--- src/rtl/multicycle_ctrl.sv ---
// multicycle_ctrl
//   Multicycle control FSM sitting directly upstream of the ALU of the 16-bit
//   datapath. It decodes the instruction register, steers the ALU operand
//   muxes and operation, and drives the PC, memory, IR and register-file
//   enables. Memory accesses complete on a MemReady handshake; a wait watchdog
//   abandons an access that stalls too long and restarts at FETCH.
//
//   Parameters
//     pOpLsb       LSB of the 4-bit opcode field in the instruction
//     pWaitLimit   cycles allowed without MemReady before abort (1..16)
//
//   Ports
//     i_clock          single clock, rising edge
//     i_reset          synchronous, active-high
//     i_instruction    IR contents (valid from DECODE onward)
//     i_mem_ready      memory completes the current request this cycle
//     o_alu_sel_a      0=PC, 1=ReadData1
//     o_alu_sel_b      00=ReadData2, 01=const 1, 10=sign-ext immediate
//     o_alu_op         00=add, 01=sub, 10=R-type funct
//     o_pc_write       unconditional PC load
//     o_pc_write_cond  PC load qualified externally by ALU Zero
//     o_pc_source      0=ALU result, 1=ALUOut
//     o_iord           memory address: 0=PC, 1=ALUOut
//     o_mem_read       memory read request
//     o_mem_write      memory write request
//     o_ir_write       load IR
//     o_reg_dst        0=rt, 1=rd
//     o_mem_to_reg     write-back source: 0=ALUOut, 1=MDR
//     o_reg_write      register-file write
//     o_mem_timeout    one-cycle pulse on watchdog abort
//     o_illegal_op     sticky illegal-opcode flag
//
//   Build option
//     ILLEGAL_TRAP_EN  illegal opcodes park the FSM in TRAP and set
//                      o_illegal_op; otherwise they execute as a NOP.
//
//   state  | meaning
//   FETCH  | read instruction at PC, PC+1 on completion
//   DECODE | decode opcode, compute branch target into ALUOut
//   REXEC  | R-type ALU operation
//   RWB    | R-type write-back to rd
//   IEXEC  | ADDI ALU operation
//   IWB    | ADDI write-back to rt
//   MADDR  | LW/SW effective address
//   MREAD  | LW memory read, wait for MemReady
//   LWB    | LW write-back of MDR to rt
//   MWRITE | SW memory write, wait for MemReady
//   BRANCH | BEQ compare, conditional PC load
//   TRAP   | illegal opcode, idle until reset (ILLEGAL_TRAP_EN only)

module multicycle_ctrl #(
  parameter int pOpLsb     = 12,
  parameter int pWaitLimit = 15
) (
  input  logic        i_clock,
  input  logic        i_reset,
  input  logic [15:0] i_instruction,
  input  logic        i_mem_ready,
  output logic        o_alu_sel_a,
  output logic [1:0]  o_alu_sel_b,
  output logic [1:0]  o_alu_op,
  output logic        o_pc_write,
  output logic        o_pc_write_cond,
  output logic        o_pc_source,
  output logic        o_iord,
  output logic        o_mem_read,
  output logic        o_mem_write,
  output logic        o_ir_write,
  output logic        o_reg_dst,
  output logic        o_mem_to_reg,
  output logic        o_reg_write,
  output logic        o_mem_timeout,
  output logic        o_illegal_op
);

  typedef enum logic [3:0] {
    ST_FETCH,
    ST_DECODE,
    ST_REXEC,
    ST_RWB,
    ST_IEXEC,
    ST_IWB,
    ST_MADDR,
    ST_MREAD,
    ST_LWB,
    ST_MWRITE,
    ST_BRANCH
`ifdef ILLEGAL_TRAP_EN
    , ST_TRAP
`endif
  } state_t;

  localparam logic [3:0] cOpR    = 4'h0;
  localparam logic [3:0] cOpLw   = 4'h1;
  localparam logic [3:0] cOpSw   = 4'h2;
  localparam logic [3:0] cOpBeq  = 4'h3;
  localparam logic [3:0] cOpAddi = 4'h4;
  localparam logic [3:0] cLimitM1 = 4'(pWaitLimit - 1);

  state_t     r_state;
  state_t     w_next;
  logic [3:0] r_wait_cnt;
  logic [3:0] w_wait_next;
  logic [3:0] w_op;
  logic       w_mem_state;
  logic       w_timeout;
  logic       w_unused_instr;

  assign w_op           = i_instruction[pOpLsb+3:pOpLsb];
  assign w_unused_instr = ^i_instruction;
  assign w_mem_state    = (r_state == ST_FETCH) || (r_state == ST_MREAD) ||
                          (r_state == ST_MWRITE);

  always_ff @(posedge i_clock) begin
    if (i_reset) begin
      r_state    <= ST_FETCH;
      r_wait_cnt <= '0;
    end else begin
      r_state    <= w_next;
      r_wait_cnt <= w_wait_next;
    end
  end

  always_comb begin
    w_next      = r_state;
    w_wait_next = '0;
    w_timeout   = 1'b0;
    case (r_state)
      ST_FETCH:  if (i_mem_ready) w_next = ST_DECODE;
      ST_DECODE: begin
        case (w_op)
          cOpR:         w_next = ST_REXEC;
          cOpLw, cOpSw: w_next = ST_MADDR;
          cOpBeq:       w_next = ST_BRANCH;
          cOpAddi:      w_next = ST_IEXEC;
`ifdef ILLEGAL_TRAP_EN
          default:      w_next = ST_TRAP;
`else
          default:      w_next = ST_FETCH;
`endif
        endcase
      end
      ST_REXEC:  w_next = ST_RWB;
      ST_RWB:    w_next = ST_FETCH;
      ST_IEXEC:  w_next = ST_IWB;
      ST_IWB:    w_next = ST_FETCH;
      ST_MADDR:  w_next = (w_op == cOpSw) ? ST_MWRITE : ST_MREAD;
      ST_MREAD:  if (i_mem_ready) w_next = ST_LWB;
      ST_LWB:    w_next = ST_FETCH;
      ST_MWRITE: if (i_mem_ready) w_next = ST_FETCH;
      ST_BRANCH: w_next = ST_FETCH;
`ifdef ILLEGAL_TRAP_EN
      ST_TRAP:   w_next = ST_TRAP;
`endif
      default:   w_next = ST_FETCH;
    endcase
    // Watchdog overrides the hold; MemReady in the limit cycle still completes.
    // A timeout in FETCH re-enters FETCH with a cleared count.
    if (w_mem_state && !i_mem_ready) begin
      if (r_wait_cnt == cLimitM1) begin
        w_timeout = 1'b1;
        w_next    = ST_FETCH;
      end else begin
        w_wait_next = 4'(r_wait_cnt + 4'd1);
      end
    end
  end

  always_comb begin
    o_alu_sel_a     = 1'b0;
    o_alu_sel_b     = 2'b00;
    o_alu_op        = 2'b00;
    o_pc_write      = 1'b0;
    o_pc_write_cond = 1'b0;
    o_pc_source     = 1'b0;
    o_iord          = 1'b0;
    o_mem_read      = 1'b0;
    o_mem_write     = 1'b0;
    o_ir_write      = 1'b0;
    o_reg_dst       = 1'b0;
    o_mem_to_reg    = 1'b0;
    o_reg_write     = 1'b0;
    o_mem_timeout   = 1'b0;
    if (!i_reset) begin
      o_mem_timeout = w_timeout;
      case (r_state)
        ST_FETCH: begin
          o_mem_read  = 1'b1;
          o_alu_sel_b = 2'b01;
          o_ir_write  = i_mem_ready;
          o_pc_write  = i_mem_ready;
        end
        ST_DECODE: o_alu_sel_b = 2'b10;
        ST_REXEC: begin
          o_alu_sel_a = 1'b1;
          o_alu_op    = 2'b10;
        end
        ST_RWB: begin
          o_reg_write = 1'b1;
          o_reg_dst   = 1'b1;
        end
        ST_IEXEC, ST_MADDR: begin
          o_alu_sel_a = 1'b1;
          o_alu_sel_b = 2'b10;
        end
        ST_IWB: o_reg_write = 1'b1;
        ST_MREAD: begin
          o_mem_read = 1'b1;
          o_iord     = 1'b1;
        end
        ST_LWB: begin
          o_reg_write  = 1'b1;
          o_mem_to_reg = 1'b1;
        end
        ST_MWRITE: begin
          o_mem_write = 1'b1;
          o_iord      = 1'b1;
        end
        ST_BRANCH: begin
          o_alu_sel_a     = 1'b1;
          o_alu_op        = 2'b01;
          o_pc_write_cond = 1'b1;
          o_pc_source     = 1'b1;
        end
        default: ;
      endcase
    end
  end

`ifdef ILLEGAL_TRAP_EN
  logic r_illegal;
  always_ff @(posedge i_clock) begin
    if (i_reset)
      r_illegal <= 1'b0;
    else if (r_state == ST_DECODE && w_next == ST_TRAP)
      r_illegal <= 1'b1;
  end
  assign o_illegal_op = r_illegal;
`else
  assign o_illegal_op = 1'b0;
`endif

endmodule

--- config.mk ---
export PLATFORM = sky130hd
export DESIGN_NAME = multicycle_ctrl
export DESIGN_NICKNAME = d
export VERILOG_FILES = /design/src/rtl/multicycle_ctrl.sv
export SDC_FILE = /design/constraint.sdc
export NUM_CORES = 1
export LEC_CHECK = 0
export BUFFER_PORTS_ARGS = -buffer_cell sky130_fd_sc_hd__buf_2
export CORE_AREA = 2 2 44 46
export DETAILED_ROUTE_END_ITERATION = 12
export DIE_AREA = 0 0 46 48
export PLACE_DENSITY = 0.74
export SLEW_MARGIN = 20
export SYNTH_ARGS = -nofsm -noshare
export SYNTH_HDL_FRONTEND = slang
export SYNTH_SLANG_ARGS = --single-unit
--- constraint.sdc ---
create_clock -name i_clock -period 1.9 [get_ports i_clock]
set_input_delay 0.285 -clock i_clock [delete_from_list [all_inputs] [get_ports i_clock]]
set_output_delay 0.285 -clock i_clock [all_outputs]
set_load 0.01 [all_outputs]
==> summary.md <==
For the final HPWL from detailed placement, the log shows 1.314 mm. In this run, placement finished with an instance count of 133. In this run the vertical extent of the chip is 48 um. The final wirelength was 1.796 mm; the share of post-route cells with drive strength above 1 was 0.3193. The tools report the buffer type at the clock tree root as sky130_fd_sc_hd__clkbuf_4. STA classifies the critical path startpoint as a register. Number of nets in the layout: 142.

The synthesized design spends more area on one cell type than any other, namely sky130_fd_sc_hd__dfxtp_1. Synthesis instantiated 42 different standard cells from the library. The tightest slew margin relative to the limit is 0.6384. The run gives 2 as the number of buffers between clock root and the deepest sink. The non-filler instance count after layout was 136; the total power divided by cell area was 483.1 mW/mm2. For the placer's final routability congestion estimate, the log shows 0.8896. The sink of the worst hold path was r_state[2]. Remaining antenna violation count: 0.

The delay contributed by the slowest stage of the critical path came out at 0.43 ns. In this run the most critical hold path is launched from i_instruction[15]. The utilization after layout came out at 0.5178. The sequential cell area fraction in the yosys report was 0.2215. Dividing the detail-routed wire length by the instance count gives 13.21 um. Ranked by instance count, the synthesized netlist is headed by 11 x sky130_fd_sc_hd__nor2_1, 8 x sky130_fd_sc_hd__dfxtp_1, 7 x sky130_fd_sc_hd__nor3_1. VDD sags by at most 0.2720 mV.

The tools report the area of placed instances as 840.8 um2. Library cell with the highest instance count after synthesis: sky130_fd_sc_hd__nor2_1. The run gives 0 as the reported max-cap violation count. Entering global routing, the biggest net connects 19 pins.

The repair_antennas step left the layout with diodes totalling 0. The class of the worst hold path was primary input to register. For flop-to-flop paths, the worst setup slack is 0.37 ns. For the number of standard-cell rows in the floorplan, the log shows 15. After routing, the total negative slack on setup checks comes to 0 ns.

The tools report the worst clock skew as 0.001359 ns. Counting every instance in the synthesized netlist gives 99. At the pin with the least slew margin, the transition time is 0.5349 ns. Port buffering added 22 buffers. The die is 46 um wide.

The cell count of the worst reg-to-reg path was 4. Summing all non-filler instances in the final layout gives an area of 874.6 um2. In this run, CTS created clock tree buffers numbering 3.

The tools report the reg-to-reg critical path startpoint as r_state[0]. Synthesis inferred 8 register bits. The most common flop cell mapped by yosys is sky130_fd_sc_hd__dfxtp_1. The minimum clock period after layout came out at 1.757 ns. The overall routing resource usage was 0.1711; the overall die area was 0.002208 mm2. Worst setup path category: register to output pin. Setup violations remaining at the end of the flow were counted as 0. Relative area change from synthesis to final layout: 20.93%. The initial antenna violation count is 0. The critical path runs through a total of 4 cells.

The flow ran to the end, and the final reports show no timing, DRC or antenna violations. The worst hold path passes through 4 cells. In this run, the number of DRC markers left after iteration 0 of detailed routing was 10. Setup repair after global routing left no endpoint under its margin. The logs give 0.001689 mm2 for the core region area and 1.47 ns for the worst endpoint data arrival time. Combined area of all synthesized cells: 723.2 um2. The worst hold slack across all endpoints is 0.3993 ns, and the overall power of the completed layout is 0.4225 mW. The top-area cell type share of the netlist area is 0.2215. The clock-pin transition on the worst setup and hold timing paths is 0.05 ns, and the number of levels the H-tree was split into is 1. The total count of hold-check failures in the final report is 0, and the per-instance average area after synthesis is 7.305 um2. TritonCTS built the clock tree. The worst setup timing slack at the placement stage came out at 0.1811 ns. The leakage dissipation was 0.3929 nW; the final critical-path share of the clock period was 0.9246.

The tree built by TritonCTS fans out to 8 sinks. The slowest stage of the critical path is the sky130_fd_sc_hd__dfxtp_1 cell. The end of the worst register-to-register path was r_wait_cnt[1].

The count of buffering cells on the critical path with inverters included is 1. Across all layers, the routed design uses 785 vias. The layout has 173 filler cells.

The dominant delay contributor by cell family on the critical path was simple AND/OR/NAND/NOR gates. The number of nets in the synthesized netlist is 120. The logs give 5 for the count of TritonRoute iterations in the first routing pass and 36 for the top-level I/O count.

Wire length of the first global-routing pass: 2.753 mm. STA classifies the critical path endpoint as an output pin. The final max-slew violation count is 0. Walking the worst path, the cells encountered are nor2b_1 > a211oi_2 > nor4_1 > buf_2. Dividing the detail-routed via count by the number of cells gives 5.772. Static timing analysis puts the maximum clock frequency at 0.5692 GHz. The Yosys step of the flow raised 0 warnings. After layout, the worst setup slack is 0.1433 ns. The run gives 0.4281 as the starting density of the core. The via count of the first global-routing pass is 636, and the number of flops mapped to enable cells by yosys is 0. Summed over all layers, the global routing overflow is 0. The clock insertion delay at the later pin of the skew report is 0.25 ns, and the required time of the critical path is 1.62 ns. For this run, design rule violations remaining after detail routing come to 0.

Sorting the synthesized cells by area gives the leading types as sky130_fd_sc_hd__dfxtp_1 22%, sky130_fd_sc_hd__nor2_1 5.7%, sky130_fd_sc_hd__nor3_1 4.8%, sky130_fd_sc_hd__a21oi_1 4.2%, sky130_fd_sc_hd__nand3_1 4.2%. The share of synthesized flip-flops with an asynchronous set or reset is 0, and the highest fanout seen on the critical path is 6.
-- sequential cells by signal, indices dropped and copies added (netlist names) --
| register | count |
|---|---|
| r_state | 4 |
| r_wait_cnt | 4 |
-- per-layer routing --
layer	vias up	share of wire	wire length, um	GRT usage
li1	398	-	-	-
met1	347	0.46	826	0.2175
met2	32	0.47	840	0.2944
met3	8	0.036	64	0.01132
met4	0	0.036	65	0.08000
met5	-	0	0	0
-- worst min-delay path, delay by kind of cell --
kind,cells,cell delay (ns)
compound gates,2,0.16
buf+inv,1,0.11
simple gates,1,0.05
-- repair_timing --
action / 4_1_cts / 5_1_grt
cloned: 0 / 0
resized for setup: 1 / 4
buffers inserted: 0 / 0
hold buffers: 0 / 0
endpoints found under the setup margin: 5 / 4
-- area by class of cell --
cell class / instances / area [um2] / share of cell area
clock buffers: 3 / 22.52 / 0.02575
inverters: 4 / 15.01 / 0.01717
multi-input cells: 77 / 501.7 / 0.5737
flip-flops and latches: 8 / 166.4 / 0.1903
well taps: 17 / 21.27 / 0.02432
repair buffers: 27 / 147.6 / 0.1688
-- kinds of logic (layout without fill, tap and decap cells) --
| family | after synthesis | count (layout) | share of synthesized area |
|---|---|---|---|
| flip-flops | 8 | 8 | 0.2214 |
| XOR/XNOR | 4 | 4 | 0.04845 |
| AO/OA/AOI/OAI | 21 | 21 | 0.1973 |
| AND/OR/NAND/NOR | 48 | 48 | 0.3876 |
| multiplexers | 1 | 1 | 0.01384 |
| other | 1 | 1 | 0.005185 |
| adder cells (fa/ha/maj) | 2 | 2 | 0.03460 |
| buffers and inverters | 14 | 34 | 0.09168 |
-- power breakdown --
group	internal, mW	switching, mW	leakage [nW]	total [mW]
sequential	0.173	0.0111	0.0668	0.184
clock	0.0722	0.0559	0.0138	0.128
combinational	0.0480	0.0624	0.312	0.110
total	0.293	0.129	0.393	0.423
-- worst max path at each step --
| stage | start | end | slack (ns) |
|---|---|---|---|
| global placement | r_state[2] | r_state[1] | 0.19 |
| finish | r_state[0] | o_mem_timeout | 0.14 |
| CTS | r_state[3] | o_pc_write | 0.04 |
| detailed placement | r_state[2] | r_wait_cnt[1] | 0.18 |
| floorplan | i_reset | o_pc_write | 0.12 |
| global route | r_state[0] | o_mem_timeout | 0.02 |
-- layout by cell type, fill, tap and decap left out, types with 2 or more instances in the layout --
cell / count
sky130_fd_sc_hd__a21oi_1: 6
sky130_fd_sc_hd__and3_1: 3
sky130_fd_sc_hd__buf_2: 22
sky130_fd_sc_hd__buf_4: 5
sky130_fd_sc_hd__clkbuf_4: 3
sky130_fd_sc_hd__dfxtp_1: 5
sky130_fd_sc_hd__dfxtp_2: 2
sky130_fd_sc_hd__ha_1: 2
sky130_fd_sc_hd__inv_1: 3
sky130_fd_sc_hd__nand2_1: 2
sky130_fd_sc_hd__nand2b_1: 4
sky130_fd_sc_hd__nand3_1: 6
sky130_fd_sc_hd__nor2_1: 11
sky130_fd_sc_hd__nor2b_1: 3
sky130_fd_sc_hd__nor3_1: 6
sky130_fd_sc_hd__nor4_1: 2
sky130_fd_sc_hd__o21ai_0: 5
sky130_fd_sc_hd__xor2_1: 3
Power figures use the tool's default switching activity.
